$ cat src/rtl/shared_port_arbiter_pkg.sv
// -----------------------------------------------------------------------------
// shared_port_arbiter_pkg
// Shared constants and types for the shared-resource port arbiter.
//   NUM_REQ / SEL_W  : requester count and mux-select width
//   arb_state_e      : arbiter FSM state (idle / resource owned)
//   REQ_*            : requester indices as seen on req/gnt/sel
//   idx_to_onehot()  : convert a requester index to a one-hot grant vector
// -----------------------------------------------------------------------------
package shared_port_arbiter_pkg;

  localparam int NUM_REQ = 4;
  localparam int SEL_W   = 2;

  typedef enum logic {
    ARB_IDLE = 1'b0,
    ARB_OWN  = 1'b1
  } arb_state_e;

  localparam logic [SEL_W-1:0] REQ_FETCH  = 2'd0;
  localparam logic [SEL_W-1:0] REQ_LSU    = 2'd1;
  localparam logic [SEL_W-1:0] REQ_MULDIV = 2'd2;
  localparam logic [SEL_W-1:0] REQ_DBG    = 2'd3;

  function automatic logic [NUM_REQ-1:0] idx_to_onehot(input logic [SEL_W-1:0] idx);
    return NUM_REQ'(1) << idx;
  endfunction

endpackage

$ cat src/rtl/shared_port_arbiter_rr_pick.sv
// -----------------------------------------------------------------------------
// rr_pick
// Combinational rotating-priority encoder. Finds the first set bit of the
// request vector searching upward from the pointer, wrapping modulo NUM_REQ.
//   req_i   [NUM_REQ-1:0] : candidate requests
//   ptr_i   [SEL_W-1:0]   : highest-priority index for this search
//   valid_o               : at least one candidate was set
//   idx_o   [SEL_W-1:0]   : index of the winner (equals ptr_i when !valid_o)
// -----------------------------------------------------------------------------
module rr_pick
  import shared_port_arbiter_pkg::*;
(
  input  logic [NUM_REQ-1:0] req_i,
  input  logic [SEL_W-1:0]   ptr_i,
  output logic               valid_o,
  output logic [SEL_W-1:0]   idx_o
);

  // Scan from lowest priority to highest so the last hit, i.e. the one
  // closest to the pointer, is the value left standing. The SEL_W-bit add
  // wraps naturally, which gives the modulo-NUM_REQ rotation.
  always_comb begin
    // NOTE: every output of a combinational block gets a default first;
    // otherwise a path that skips the assignment infers a latch.
    valid_o = 1'b0;
    idx_o   = ptr_i;
    for (int k = NUM_REQ - 1; k >= 0; k--) begin
      if (req_i[ptr_i + SEL_W'(k)]) begin
        valid_o = 1'b1;
        idx_o   = ptr_i + SEL_W'(k);
      end
    end
  end

endmodule

$ cat src/rtl/shared_port_arbiter.sv
// -----------------------------------------------------------------------------
// shared_port_arbiter
// Round-robin arbiter for a 4-requester single-ported resource. Grants one
// owner at a time, holds the grant until the resource signals completion, and
// hands over to the next requester on the same edge (no idle bubble).
//   clk                : rising-edge clock
//   rst                : synchronous, active-high reset
//   req     [3:0]      : request vector, bit i = requester i
//   done               : resource finished the current owner's access
//   gnt     [3:0]      : registered one-hot grant, zero when idle
//   sel     [1:0]      : registered mux select, index of the owner
//   busy               : registered, high while a grant is active
//   timeout            : one-cycle pulse when the watchdog forces a release
// Optional feature: define ARB_TIMEOUT_EN to build the ownership watchdog
// (limit MAX_HOLD cycles). Without it timeout is tied low.
// -----------------------------------------------------------------------------
module shared_port_arbiter
  import shared_port_arbiter_pkg::*;
#(
  parameter int MAX_HOLD = 16
) (
  input  logic               clk,
  input  logic               rst,
  input  logic [NUM_REQ-1:0] req,
  input  logic               done,
  output logic [NUM_REQ-1:0] gnt,
  output logic [SEL_W-1:0]   sel,
  output logic               busy,
  output logic               timeout
);

  if (MAX_HOLD < 1) begin : g_bad_max_hold
    $error("shared_port_arbiter: MAX_HOLD must be at least 1");
  end

  arb_state_e         state_q, state_d;
  logic [NUM_REQ-1:0] gnt_q, gnt_d;
  logic [SEL_W-1:0]   sel_q, sel_d;
  logic [SEL_W-1:0]   ptr_q, ptr_d;
  logic               busy_q, busy_d;

  logic               force_rel;
  logic               release_own;
  logic [NUM_REQ-1:0] pick_req;
  logic               pick_valid;
  logic [SEL_W-1:0]   pick_idx;

`ifdef ARB_TIMEOUT_EN
  localparam int HOLD_W = $clog2(MAX_HOLD) + 1;

  logic [HOLD_W-1:0] hold_q, hold_d;

  // done has priority: a completion on the last allowed cycle is a normal
  // release, not a watchdog event.
  assign force_rel = (state_q == ARB_OWN) && !done &&
                     (hold_q == HOLD_W'(MAX_HOLD - 1));

  // Counts consecutive cycles of the same owner; any grant change restarts it.
  assign hold_d = (state_q == ARB_OWN && !release_own) ? hold_q + HOLD_W'(1)
                                                       : '0;
`else
  assign force_rel = 1'b0;
`endif

  assign release_own = (state_q == ARB_OWN) && (done || force_rel);

  // On release the pointer moves past the owner and the owner's own request
  // is masked, so the same-cycle re-arbitration cannot hand it straight back.
  assign ptr_d    = release_own ? sel_q + SEL_W'(1) : ptr_q;
  assign pick_req = release_own ? (req & ~gnt_q) : req;

  rr_pick u_rr_pick (
    .req_i   (pick_req),
    .ptr_i   (ptr_d),
    .valid_o (pick_valid),
    .idx_o   (pick_idx)
  );

  // Arbitration happens only when nobody owns the resource or the owner is
  // being released; while owned, req changes are ignored. sel keeps its last
  // value when going idle so the mux never swings to an unrelated input.
  always_comb begin
    state_d = state_q;
    gnt_d   = gnt_q;
    sel_d   = sel_q;
    busy_d  = busy_q;
    if (state_q == ARB_IDLE || release_own) begin
      if (pick_valid) begin
        state_d = ARB_OWN;
        gnt_d   = idx_to_onehot(pick_idx);
        sel_d   = pick_idx;
        busy_d  = 1'b1;
      end else begin
        state_d = ARB_IDLE;
        gnt_d   = '0;
        busy_d  = 1'b0;
      end
    end
  end

  // NOTE: sequential state uses non-blocking assignments so every register
  // samples its pre-edge inputs; blocking here would create ordering races.
  always_ff @(posedge clk) begin
    if (rst) begin
      state_q <= ARB_IDLE;
      gnt_q   <= '0;
      sel_q   <= '0;
      ptr_q   <= '0;
      busy_q  <= 1'b0;
`ifdef ARB_TIMEOUT_EN
      hold_q  <= '0;
`endif
    end else begin
      state_q <= state_d;
      gnt_q   <= gnt_d;
      sel_q   <= sel_d;
      ptr_q   <= ptr_d;
      busy_q  <= busy_d;
`ifdef ARB_TIMEOUT_EN
      hold_q  <= hold_d;
`endif
    end
  end

  assign gnt     = gnt_q;
  assign sel     = sel_q;
  assign busy    = busy_q;
  assign timeout = force_rel;

endmodule

$ cat config.mk
export PLATFORM = sky130hd
export DESIGN_NAME = shared_port_arbiter
export DESIGN_NICKNAME = d
export VERILOG_FILES = /design/src/rtl/shared_port_arbiter_pkg.sv /design/src/rtl/shared_port_arbiter_rr_pick.sv /design/src/rtl/shared_port_arbiter.sv
export SDC_FILE = /design/constraint.sdc
export NUM_CORES = 1
export LEC_CHECK = 0
export ABC_AREA = 1
export BUFFER_PORTS_ARGS = -buffer_cell sky130_fd_sc_hd__buf_2
export CAP_MARGIN = 20
export CORE_ASPECT_RATIO = 0.9
export CORE_UTILIZATION = 46
export CTS_CLUSTER_DIAMETER = 80
export CTS_CLUSTER_SIZE = 14
export DETAILED_ROUTE_END_ITERATION = 8
export GPL_TIMING_DRIVEN = 0
export HOLD_SLACK_MARGIN = 0.08
export PLACE_DENSITY = 0.73
export SLEW_MARGIN = 10
export SYNTH_ARGS = -nofsm -noshare
export SYNTH_HDL_FRONTEND = slang
export SYNTH_HIERARCHICAL = 1
export SYNTH_SLANG_ARGS = --single-unit
export TNS_END_PERCENT = 10
$ cat constraint.sdc
create_clock -name clk -period 1.8 [get_ports clk]
set_input_delay 0.36 -clock clk [delete_from_list [all_inputs] [get_ports clk]]
set_output_delay 0.36 -clock clk [all_outputs]
set_load 0.02 [all_outputs]
==> results.cfg, run 1 <==
[outcome]
status = finished with violations
violations = negative setup slack

[cells_and_area]
fin_nets = 159
final_util_pct = 71.93
final_area_sq_um = 939.7
layout_commonest_cell = nand2_1
nFillCells = 126
areaGrowthSynthToFinish_pct = 36.30
fin_cells = 165
final_cell_mix = nand2_1, inv_1, nor2_1
drive_gt1_share_pct = 38.41
antenna_cells = 0

[synthesis]
syn_nets = 136
syn-cell-area_sq_um = 689.4
synth-seq-cells = 9
synthDistinctLibCells = 19
syn_inst = 129
syn_avg_cell_area_sq_um = 5.344
yosysWarningCount = 6
seq_area_frac_synth_pct = 26.13

[timing]
max_freq_mhz = 533.9
holdWs_ns = 0.4464
skew_ns = 0.0004448
grt_setup_unrepaired = true
layout_setup_ws_ns = -0.07305
finalCritPeriodShare_pct = 104.1
slew_violations = 0
hold_viol = 0
setup_violations = 6
finalCriticalPeriod_ns = 1.873

[power_and_ir_drop]
p_leak_nw = 0.5387
p_per_area_nw_per_um2 = 1192
peakVddDrop_v = 0.0008227

[die]
row_count = 12
fp.dieW_um = 42.81
num_io_pins = 15
die_h_um = 38.73
start_util_pct = 52.78
dieArea_sq_um = 1658
core-area_sq_um = 1306

[worst_setup_path]
reg2reg_from = busy
r2r_cells = 14
required_ns = 2.01
crit_path_max_incr_delay_ns = 0.38
crit_chain = nand2_8, o21ai_4, inv_2, buf_4, nand2_1, nand2_2, nand2_2, nand2_1, o21bai_1, a21boi_2, nand2_1, nor2_1, nand2_1, a21oi_2
timing.critical_path.to = gnt[3]
setup.worst_path.end_class = register
worstSetupStartpoint = busy
cp_common_cell = nand2_1
critPathArrivalTime_ns = 2.08
worst-path-max-fanout = 5
criticalPathCategory = reg2reg
cp_top_family = simple AND/OR/NAND/NOR gates
crit_slowest_cell = dfxtp_4
cp.depth = 14
cp.buffers_inverters = 2
worstSetupStartpointType = register
r2r_end = gnt[3]
rrSetupSlack_ns = -0.07

[routing]
drtIter0Drc = 21
drt_pre_antenna_iters = 4
routed_wl_mm = 1.743
wire_per_inst_um = 10.56
vias_per_cell = 4.867
postRouteAntennaNets = 0
num_vias = 803
drc = 0

[global_route]
grt_overflow_total = 0
grt_first_pass_wirelength_mm = 2.511
antenna_found_initial = 0
first_global_vias = 606
grt_max_degree = 9
track_usage_pct = 20.67

[placement]
port_buffers = 12
dp.cells = 155
gp_congestion = 0.7639
placed_cell_area_sq_um = 775.7
dp_hpwl_mm = 1.134

[cts]
root_buffer = clkbuf_4
clk_pin_slew_worst_paths_ns = 0.06
clockBufferDepth = 2
htree_levels = 1
numClockSinks = 9
cts_hold_buf = 0
clock_latency_ns = 0.27
cts_tree = done
cts_buffers = 3

[flow_run]
drv_cap = 0

[hold_path]
hp-class = in2reg
## synthesized netlist by cell type
master	number	area share, %
a21boi_1	1	1.1
a21oi_1	5	3.6
buf_4	1	1.1
buf_6	1	1.6
clkbuf_1	1	0.54
conb_1	1	0.54
dfxtp_1	9	26
inv_1	23	13
inv_2	4	2.2
inv_4	1	0.91
nand2_1	50	27
nand2_2	2	1.8
nand3_1	11	8.0
nand3_2	1	1.5
nor2_1	13	7.1
nor2_2	1	0.91
o21ai_0	2	1.5
o21ai_1	1	0.73
o21bai_1	1	1.1
## registers in the layout, indices dropped and copies added, names as in the netlist
| register | count |
|---|---|
| ptr_q | 2 |
| busy | 1 |
| sel | 2 |
| gnt | 4 |
## per-stage QoR
step / setup WS (ns) / TNS, ns / power [W]
floorplan: 0.02663 / 0 / 0.0006991
global placement: -0.2823 / -1.671 / 0.0008021
detailed placement: -0.3051 / -1.869 / 0.0008104
CTS: -0.02438 / -0.05991 / 0.001033
global route: -0.2317 / -1.186 / 0.001214
finish: -0.07305 / -0.3051 / 0.001120
## report_power, final
group	internal, W	switching, W	leakage [nW]	total (W)
sequential	0.000250	0.0000387	0.0752	0.000289
combinational	0.000253	0.000415	0.448	0.000668
clock	0.0000859	0.0000772	0.0150	0.000163
total	0.000589	0.000531	0.539	0.00112
## repair_timing
item	4_1_cts	5_1_grt
setup buffers	4	1
gates cloned	1	0
pin swaps	1	8
setup endpoints to repair	7	7
resized for setup	8	25
## routing by layer
metal	global-route usage, %	up-vias	part of all wire [%]
met2	31.06	24	47
met5	0	-	0
li1	-	427	-
met4	7.031	0	2.2
met3	5.607	4	5.3
met1	28.25	348	46
## final cells by class
| class | instances | area [sq um] | area share [%] |
|---|---|---|---|
| clock buffers | 4 | 26.28 | 2.796 |
| repair buffers | 18 | 105.1 | 11.19 |
| inverters | 28 | 117.6 | 12.52 |
| well taps | 14 | 17.52 | 1.864 |
| flip-flops and latches | 9 | 186.4 | 19.84 |
| plain buffers | 3 | 22.52 | 2.397 |
| multi-input cells | 89 | 464.2 | 49.40 |
## how the worst min path moves through the flow
stage	startpoint	to	depth (start not counted)
after detailed placement	gnt[2]	gnt[2]	2
after CTS	done	gnt[1]	4
after floorplan	ptr_q[1]	ptr_q[1]	4
after global routing	rst	gnt[1]	2
final	rst	ptr_q[0]	2
after global placement	gnt[2]	gnt[2]	2
## cell families (layout without fill, tap and decap cells)
logic type	Yosys count	count (layout)	share of synthesized area [%]
other	1	1	0.5439
flip-flops	9	9	26.13
AND/OR/NAND/NOR	78	78	46.46
AO/OA/AOI/OAI	10	10	7.985
buffers and inverters	31	53	18.87
Power figures use the tool's default switching activity.
==> run 2, diff against run 1 <==
Settings changed: ABC_AREA 1 to not set, CORE_AREA set to 2 2 39 41, CORE_ASPECT_RATIO 0.9 to not set, CORE_UTILIZATION 46 to not set, DIE_AREA set to 0 0 41 43, PLACE_DENSITY 0.73 to 0.64.
==> results.cfg, run 2 <==
[outcome]
status = finished with violations
violations = negative setup slack

[worst_setup_path]
setup.worst_path.end_class = register
r2r_cells = 8
worstSetupStartpoint = busy
worstSetupStartpointType = register
reg2reg_from = busy
worst-path-max-fanout = 7
timing.critical_path.to = gnt[0]
critPathArrivalTime_ns = 2.13
required_ns = 2.00
r2r_end = gnt[0]
criticalPathCategory = reg2reg
rrSetupSlack_ns = -0.14

[cells_and_area]
nFillCells = 147
layout_commonest_cell = buf_2
final_cell_mix = buf_2, a21oi_1, dfxtp_1
fin_nets = 89
drive_gt1_share_pct = 45.68
multiInputGateArea_sq_um = 392.9
fin_cells = 97
largest_reg_flops = 4
areaGrowthSynthToFinish_pct = 44.70
seqCellArea_sq_um = 183.9
antenna_cells = 0

[global_route]
grt_first_pass_wirelength_mm = 1.759
antenna_found_initial = 0
grt_overflow_total = 0
grt_max_degree = 10
track_usage_pct = 14.43
first_global_vias = 430

[routing]
num_vias = 510
wire_per_inst_um = 12.24
postRouteAntennaNets = 0
routed_wl_mm = 1.187
vias_per_cell = 5.258
drt_pre_antenna_iters = 4
drtIter0Drc = 6
drc = 0

[power_and_ir_drop]
p_per_area_nw_per_um2 = 803.1
p_switching_w = 0.0001840
peakVddDrop_v = 0.0004739
pwr-share-comb_pct = 32.8
p_int_w = 0.0003918
p_leak_nw = 0.3095
power_frac_seq_pct = 40.5
clock_power_share_pct = 26.7
switching_share_pct = 31.95

[synthesis]
syn_inst = 63
synthDistinctLibCells = 25
seq_area_frac_synth_pct = 36.36
synth_edf_count = 0
async_reset_ff_share_pct = 0
yosysTopAreaCellShare_pct = 36.36
yosysWarningCount = 6
synth-seq-cells = 9
syn_nets = 70
ys.flop_type = dfxtp_1
syn_avg_cell_area_sq_um = 7.865
yosysTopAreaCell = dfxtp_1
synth_common_cells = a21oi_1, dfxtp_1, nand2_1, a21boi_0, o21ai_0
syn-cell-area_sq_um = 495.5
synthTopCellsByArea = dfxtp_1, a21oi_1, a21boi_0, nand2_1, o21ai_0
synth_most_common_cell = a21oi_1

[die]
dieArea_sq_um = 1763
num_io_pins = 15
core-area_sq_um = 1384
die_h_um = 43
fp.dieW_um = 41
start_util_pct = 35.80
row_count = 14

[timing]
slew_violations = 0
hold_viol = 0
max_freq_mhz = 516.2
finalCriticalPeriod_ns = 1.937
grt_setup_unrepaired = true
finalCritPeriodShare_pct = 107.6
layout_setup_ws_ns = -0.1372
setup_violations = 6
skew_ns = 0.004276

[cts]
numClockSinks = 9
htree_levels = 1
clock_latency_ns = 0.26
root_buffer = clkbuf_4
clockBufferDepth = 2
cts_tree = done
cts_buffers = 3
clk_pin_slew_worst_paths_ns = 0.06

[hold_path]
hp-class = reg2reg
whs_path_depth = 2

[flow_run]
drv_cap = 0

[placement]
port_buffers = 12
dp.cells = 91
gp_congestion = 0.7473
place_ws_ns = -0.2708
dp_hpwl_um = 826.9
-- run 2: worst min-delay path by stage --
stage	end	from	slack, ns
global placement	gnt[1]	gnt[1]	0.46
finish	gnt[1]	gnt[1]	0.48
floorplan	ptr_q[0]	ptr_q[0]	0.47
global route	gnt[1]	gnt[1]	0.52
detailed placement	gnt[1]	gnt[1]	0.47
CTS	ptr_q[1]	rst	0.46
-- run 2: critical path, stage by stage, from the launching register on --
cell	delay (ns)
dfxtp_4	0.35
and2_4	0.24
nand2b_4	0.17
nand2_4	0.05
and2b_1	0.22
o21ai_1	0.07
o221a_2	0.14
or4_4	0.48
a21oi_2	0.14
-- run 2: final cells by class --
type | instances | share of cell area (%)
well taps | 16 | 2.792
clock buffers | 4 | 3.665
plain buffers | 2 | 1.571
repair buffers | 14 | 10.47
multi-input cells | 50 | 54.80
flip-flops and latches | 9 | 25.65
inverters | 2 | 1.047
-- run 2: cell families (layout without fill, tap and decap cells) --
family	Yosys count	after routing	synth area share [%]
DFF	9	9	36.36
AOI/OAI and AO/OA	21	21	25.25
other	1	1	0.7568
xor gates and xnor gates	1	1	1.768
and+or+nand+nor	27	27	32.07
buffers and inverters	4	22	3.786
-- run 2: per-layer routing --
layer / track usage (%) / share of wire [%] / up-vias
li1: - / - / 258
met1: 18.95 / 42 / 237
met2: 21.88 / 50 / 13
met3: 6.283 / 6.5 / 2
met4: 2.000 / 0.67 / 0
met5: 0 / 0 / -
-- run 2: power groups by stage --
stage                     Combinational (W)  Clock [W]  Sequential (W)
after detailed placement           0.000148          0        0.000236
after floorplan                   0.0000950          0        0.000252
after global routing               0.000206   0.000166        0.000236
after CTS                          0.000158   0.000156        0.000233
after global placement             0.000146          0        0.000236
final                              0.000189   0.000154        0.000233
-- run 2: per-stage QoR --
stage	util [%]	TNS, ns	total power, W	hold WS, ns	cell area (sq um)
finish	51.81	-0.5482	0.0005757	0.4807	716.9
CTS	48.10	-0.4414	0.0005473	0.4561	665.6
detailed placement	44.57	-1.016	0.0003842	0.4714	616.8
floorplan	-	-0.05230	0.0003474	0.4741	536.8
global placement	44.57	-1.007	0.0003822	0.4621	616.8
global route	51.81	-1.080	0.0006076	0.5210	716.9
-- run 2: timing repair --
| action | CTS | global route |
|---|---|---|
| pin swaps | 3 | 9 |
| hold buffers | 0 | 0 |
| endpoints found under the setup margin | 5 | 6 |
| gates resized for setup | 3 | 10 |
| buffers inserted | 1 | 1 |
